==> config.mk <==
export PLATFORM = sky130hd
export DESIGN_NAME = pend_req_arbiter
export DESIGN_NICKNAME = d
export VERILOG_FILES = /design/src/rtl/pend_req_arbiter.sv
export SDC_FILE = /design/constraint.sdc
export NUM_CORES = 1
export LEC_CHECK = 0
export BUFFER_PORTS_ARGS = -buffer_cell sky130_fd_sc_hd__buf_4
export CORE_ASPECT_RATIO = 1.1
export CORE_MARGIN = 4
export CORE_UTILIZATION = 41
export CTS_CLUSTER_DIAMETER = 100
export DETAILED_ROUTE_END_ITERATION = 10
export GPL_ROUTABILITY_DRIVEN = 0
export GPL_TIMING_DRIVEN = 0
export MAX_ROUTING_LAYER = met4
export PLACE_DENSITY = 0.76
export SYNTH_ARGS = -nofsm -noshare
export SYNTH_HDL_FRONTEND = slang
export SYNTH_SLANG_ARGS = --single-unit
==> constraint.sdc <==
create_clock -name clk -period 1.7 [get_ports clk]
set_input_delay 0.085 -clock clk [delete_from_list [all_inputs] [get_ports clk]]
set_output_delay 0.085 -clock clk [all_outputs]
set_load 0.03 [all_outputs]
==> src/rtl/pend_req_arbiter.sv <==
// pend_req_arbiter: collects single-cycle request pulses into a pending
// register and offers one eligible (pending and unmasked) position at a time
// over a registered valid/ack handshake.
// Position vectors use big-endian numbering: position p (0 = leftmost bit)
// is reported downstream as index 15-p.
module pend_req_arbiter #(
   parameter int RR_MODE = 0,   // 0: lowest position wins, 1: round-robin after last ack
   parameter int NREQ    = 16   // request line count, only 16 is supported
) (
   input  logic        clk,
   input  logic        rst,
   input  logic [0:15] req_set,
   input  logic [0:15] req_clr,
   input  logic [0:15] mask,
   input  logic        grant_ack,
   output logic        grant_vld,
   output logic [0:3]  grant_idx,
   output logic [0:15] pend,
   output logic        ovf
);

   typedef enum logic {
      ST_IDLE  = 1'b0,
      ST_OFFER = 1'b1
   } state_t;

   // Width is baked into the 4-bit index encoding; reject anything else early.
   generate
      if (NREQ != 16) begin : g_nreq_check
         $error("pend_req_arbiter: NREQ must be 16");
      end
      if (RR_MODE != 0 && RR_MODE != 1) begin : g_mode_check
         $error("pend_req_arbiter: RR_MODE must be 0 or 1");
      end
   endgenerate

   // ------------------------------------------------------------------
   // State
   // ------------------------------------------------------------------
   state_t      r_state;
   state_t      w_state_next;
   logic [0:15] r_pend;
   logic [0:15] w_pend_next;
   logic        r_vld;
   logic        w_vld_next;
   logic [3:0]  r_idx;          // encoded index 15-p of the current/last offer
   logic [3:0]  w_idx_next;
   logic [3:0]  r_last;         // position of the most recently acked grant
   logic [3:0]  w_last_next;
   logic        r_ovf;

   // ------------------------------------------------------------------
   // Per-position pending update
   // ------------------------------------------------------------------
   logic        w_offer;        // an offer is outstanding this cycle
   logic [3:0]  w_gpos;         // position of the outstanding offer
   logic [0:15] w_clr_ok;       // withdraw allowed for this position
   logic [0:15] w_ack_hit;      // this position is being acked now
   logic [0:15] w_ovf_hit;      // set landed on an already pending bit

   assign w_offer = (r_state == ST_OFFER);
   // 15-p for a 4-bit value is simply the bitwise complement.
   assign w_gpos  = ~r_idx;

   genvar gi;
   generate
      for (gi = 0; gi < 16; gi++) begin : g_pend_bit
         // The offered bit is protected from withdraw; only ack may clear it.
         assign w_clr_ok[gi]    = req_clr[gi] & ~(w_offer & (w_gpos == 4'(gi)));
         assign w_ack_hit[gi]   = w_offer & grant_ack & (w_gpos == 4'(gi));
         // Set has the last word over both withdraw and ack.
         assign w_pend_next[gi] = req_set[gi] |
                                  (r_pend[gi] & ~w_clr_ok[gi] & ~w_ack_hit[gi]);
         // Re-arming the bit that is being acked is a legal refill, not an overflow.
         assign w_ovf_hit[gi]   = req_set[gi] & r_pend[gi] & ~w_ack_hit[gi];
      end
   endgenerate

   // ------------------------------------------------------------------
   // Winner selection from the registered pending value
   // ------------------------------------------------------------------
   logic [0:15] w_elig;
   logic [3:0]  w_base;         // scan starts at w_base+1 and ends at w_base
   logic [3:0]  w_q;
   logic        w_found;
   logic [3:0]  w_sel;

   assign w_elig = r_pend & mask;
   // Fixed priority is round-robin with the pointer pinned at 15, so the
   // scan always begins at position 0.
   assign w_base = (RR_MODE != 0) ? r_last : 4'd15;

   // Scan the 16 positions in priority order and keep the first eligible one.
   always_comb begin
      w_found = 1'b0;
      w_sel   = 4'd0;
      w_q     = 4'd0;
      for (int k = 1; k <= 16; k++) begin
         w_q = w_base + 4'(k);   // wraps 15 -> 0 naturally in 4 bits
         if (!w_found && w_elig[w_q]) begin
            w_found = 1'b1;
            w_sel   = w_q;
         end
      end
   end

   // ------------------------------------------------------------------
   // Offer FSM
   // ------------------------------------------------------------------
   // State register.
   always_ff @(posedge clk) begin
      if (rst) begin
         r_state <= ST_IDLE;
      end else begin
         r_state <= w_state_next;
      end
   end

   // Next state and next offer registers; the offer is frozen while in OFFER.
   always_comb begin
      w_state_next = r_state;
      w_vld_next   = r_vld;
      w_idx_next   = r_idx;
      w_last_next  = r_last;
      case (r_state)
         ST_IDLE: begin
            w_vld_next = 1'b0;
            if (w_found) begin
               w_state_next = ST_OFFER;
               w_vld_next   = 1'b1;
               w_idx_next   = ~w_sel;
            end
         end
         ST_OFFER: begin
            if (grant_ack) begin
               w_state_next = ST_IDLE;
               w_vld_next   = 1'b0;
               w_last_next  = w_gpos;
            end
         end
         default: begin
            w_state_next = ST_IDLE;
            w_vld_next   = 1'b0;
         end
      endcase
   end

   // Offer, pointer, pending and sticky overflow registers.
   always_ff @(posedge clk) begin
      if (rst) begin
         r_vld  <= 1'b0;
         r_idx  <= 4'd0;
         r_last <= 4'd15;
         r_pend <= '0;
         r_ovf  <= 1'b0;
      end else begin
         r_vld  <= w_vld_next;
         r_idx  <= w_idx_next;
         r_last <= w_last_next;
         r_pend <= w_pend_next;
         r_ovf  <= r_ovf | (|w_ovf_hit);
      end
   end

   assign grant_vld = r_vld;
   assign grant_idx = r_idx;
   assign pend      = r_pend;
   assign ovf       = r_ovf;

endmodule
Word-level counts from Yosys, hierarchy flattened. Cells that the tools add are included.

Add/sub/neg operators: 0. Multipliers: 0. Div/mod/pow operators: 0. Magnitude comparators: 0. Equality and inequality tests: 16. Shift-type cells: 0. Muxes and demuxes: 36. Bitwise gates (word level): 182. Reduce and logical (&&, ||, !) cells: 33.

Operators by type and width (count): 1-bit AND (113); 1-bit NOT (49); 4-bit == test (second input constant) (8); 4-bit 2-to-1 mux (8); 1-bit 2-to-1 mux (20); 1-bit bitwise OR (17); 16-bit AND (1); 4-bit by 3-bit == test with 1-bit output (second input constant) (4); 16-bit OR reduction (1); 1-bit logical AND (15); 1-bit logical NOT (15); 3-bit 2-to-1 mux (4); 4-bit by 2-bit == test with 1-bit output (second input constant) (2); 4-bit NOT (2); 4-bit by 1-bit == test with 1-bit output (second input constant) (1); 4-bit logical NOT (1); 2-bit 2-to-1 mux (2); 1-bit one-hot mux with 2 select lines (2); 2-bit inequality test (second input constant) (1); 2-bit AND reduction (1).

Register bits: 23. Bits in latches: 0. RAM bits: 0. ROM bits: 0. Input bits: 51. Output and inout bits: 22. Word-level logic and storage cells: 272. Memories kept: 0.

Longest topological paths before layout.
Depth in word-level cells: 49. Depth in mapped cells: 6. Depth with buffers taken out: 5.

Worst setup path after synthesis. No wires, ideal clock.

Kind: flip-flop to flip-flop. Start: register r_idx[3] (netlist: grant_idx[0]). End: register r_ovf (netlist: ovf). Setup time: 0.134 ns. Arrival time: 1.914 ns. Required time: 1.566 ns. Setup slack: -0.348 ns. Cell stages (with the launch flop): 7. Path buffers: 1. Period minus slack after synthesis: 2.048 ns. Path through: dfxtp_1 > buf_4 > nand3b_4 > or4b_1 > a311o_1 > a31oi_1 > a41oi_1.

Longest elaborated chain between the ends: 7. Elaborated cells between the ends (all ways): 67. Classes of those cells: eq/ne: 15; bitwise: 50; reduce/logical: 2.

Ends and longest elaborated chain: from (decl) (RTL line 46) `logic [3:0] r_idx;`; from (signal assigned) (RTL line 158) `r_idx <= w_idx_next;`; 4-bit NOT (*) (RTL line 63) `assign w_gpos = ~r_idx;`; 4-bit == test, or another cell as far along (RTL line 70) `assign w_ack_hit[gi] = w_offer & grant_ack & (w_gpos == 4'(gi));`; 1-bit AND (RTL line 70); 1-bit NOT (RTL line 75) `assign w_ovf_hit[gi] = req_set[gi] & r_pend[gi] & ~w_ack_hit[gi];`; 1-bit AND (RTL line 75); 16-bit OR reduction (*) (RTL line 161) `r_ovf <= r_ovf | (|w_ovf_hit);`; 1-bit bitwise OR (*) (RTL line 161); to (signal assigned) (RTL line 161); to (decl) (RTL line 50) `logic r_ovf;`.

Every way passes the cells marked *; elsewhere a longest branch is shown, timed or not. A chain may end at the register's enable or synchronous reset.

Worst setup path after layout.
Start: register r_idx[2] (netlist: grant_idx[1]). End: register r_ovf (netlist: ovf).

Same word-level chain as after synthesis.

==> run metrics <==
Tmin final=1710 ps; Mapped Area=1500 µm²; overall routing resource usage=24.3%; drt drc=0; TritonRoute pass-1 iters=4; largest fanout on the critical path=2; top-area cell type share of the netlist area=30.6%; root buffer cell=clkbuf_4; Slew HR=65.4%; first-pass GRT wire length=8810 µm; Top FF cell, synth=dfxtp_1; synth top area cells=dfxtp_1 (31%), a21oi_1 (8.3%), nand2_1 (6.7%); number of synthesized flops with an enable pin=0; final core occ=70.5%; die footprint=4700 µm²; fraction of registers with async set/reset=0%; cell row count=22; Ant. Diodes=0; crit path kind=flop to flop; CP max-delay cell=or4b_4; DRT iter0 DRCs=179; Slew Viols, Final=0; drt via density=5.73; GRT overflow=0; register area share after synthesis=30.6%; fillers=313; Post-DRT Antenna Nets=0; most frequent cells in the layout=buf_4 (84), nand2_1 (27), a21oi_1 (25); clock buffer count from CTS=3; CTS tree=done; RSZ-0062 raised after global routing=true; dpl ws=-232 ps; clock tree buffer depth=2; Worst Hold Class=input pin to flop; final-report setup violation count=1; number of global-route vias before repair=1884; period utilization=100%; fin nets=355; worst hold margin=62.5 ps; Power Density=664 nW/µm²; chip width=65.7 µm; Syn-to-layout area delta=61.4%; Routed WL per cell=15.5 µm; CP required=1930 ps; CP peak stage delay=490 ps; clock skew=8.24 ps; clock sink count=23; fmax=0.586 GHz; syn_area_per_cell=7.51 µm²; drt total wl=5450 µm; Initial Util=43.7%; total number of vias=2011; Buf/Inv on CP=0; # Max-Cap Violations=0; post-detail-place hpwl=3980 µm; area leader, netlist=dfxtp_1; Final WS setup=-7.75 ps; Worst path top cell family by delay=simple AND/OR/NAND/NOR gates; syn_nets=251; status=complete, but fails checks; largest net degree at the start of global routing=14; GR Util met2=38.0%; CTS H-tree lvls=1; num ports=73; failing checks=negative setup slack; YS warnings=0; die height=71.5 µm; met1 GRT Util=31.8%; GRT Max-Usage Layer=met2; share of cells above drive strength 1=33.3%; CP Capture Type=flop; Startpoint Class=flop; met3 Usage GRT=2.51%; R2R setup slack=-8 ps; clock latency on the worst-skew pair=330 ps; initial antenna violation count=0; Worst-path clk slew=140 ps; Yosys cell types=40; core footprint=3440 µm²; crit path DAT=1940 ps; cell chain of the critical path=nand3b_4 -> or4b_4 -> a311o_1 -> a31oi_1 -> a41oi_1; Port Buffer Count=72; worst vdd ir=0.344 mV; commonest non-fill, non-tap cell in the layout=buf_4; Post-Synthesis Cells=200; Leak=0.00108 µW; Worst-Margin Slew=519 ps; post-route cell area=2430 µm²; DP Area=2110 µm²; Seq cells post-synth=23; Hold Violations, Final=0
## final cells by class
class	instances	area [µm²]	share of cell area [%]
repair buffers	100	793	32.7
well taps	48	60.1	2.48
clock inverters	1	5.00	0.206
flip-flops and latches	23	472	19.4
multi-input cells	167	1030	42.5
clock buffers	3	22.5	0.928
inverters	2	7.51	0.309
plain buffers	7	35.0	1.44
## state kept, by name, indices dropped and copies added, names as in the netlist
| signal | flops |
|---|---|
| pend | 16 |
| grant_idx | 4 |
| grant_vld | 1 |
| r_state | 1 |
| ovf | 1 |
## per-stage QoR
step	power, µW	TNS [ps]	std cells
after floorplan	989	-79.8	200
after global placement	1240	-442	320
after detailed placement	1240	-564	320
after CTS	1590	-58.5	347
after global routing	1690	-67.0	351
final	1610	-7.75	351
## worst reg2reg max path, cell delays in order, from the launching register on
cell and delay, ps:
dfxtp_4 370, nand3b_4 160, or4b_4 490, a311o_1 340, a31oi_1 140, a41oi_1 100
## cell usage after synthesis (all sizes together), types with 3 or more instances
library cell / number
o21ai: 10
dfxtp: 23
mux2i: 8
nand2: 27
clkbuf: 6
a21o: 3
nand2b: 3
a22oi: 10
a32oi: 3
a21oi: 25
a22o: 4
nor2b: 3
a31oi: 8
nand3: 7
nor2: 25
nand3b: 5
## path summary, 6_finish.rpt
check / endpoint / depth (start not counted) / startpoint
setup / recovery: ovf / 5 / grant_idx[1]
hold reg to reg: grant_vld / 2 / grant_vld
setup reg to reg: ovf / 5 / grant_idx[1]
hold / removal: pend[3] / 4 / req_clr[3]
## logic make-up after synthesis
kind of cell | after synthesis | share of synthesized area (%)
AO/OA/AOI/OAI | 80 | 35.1
buffers and inverters | 10 | 2.83
flip-flops | 23 | 30.6
multiplexers | 8 | 5.33
AND/OR/NAND/NOR | 79 | 26.1
## per-layer routing
metal  vias to the layer above  share of wire (%)  routed length, µm
li1                        967                  -                  -
met1                       926                 43               2320
met2                       102                 46               2520
met3                        16                8.3                454
met4                         0                2.8                153
met5                         -                  0                  0
## report_power, final
| part | total (µW) | leakage [µW] | switching [µW] | internal (µW) |
|---|---|---|---|---|
| logic | 684 | 0.000865 | 361 | 324 |
| clock network | 278 | 0.0000177 | 190 | 88.6 |
| registers | 650 | 0.000194 | 61.0 | 589 |
## repair_timing
action / CTS / global route
hold buffers: 17 / 0
pin swaps: 1 / 3
endpoints found under the hold margin: 19 / 0
endpoints found under the setup margin: 5 / 8
resized for setup: 7 / 10
buffers inserted: 7 / 4
Power figures use the tool's default switching activity.
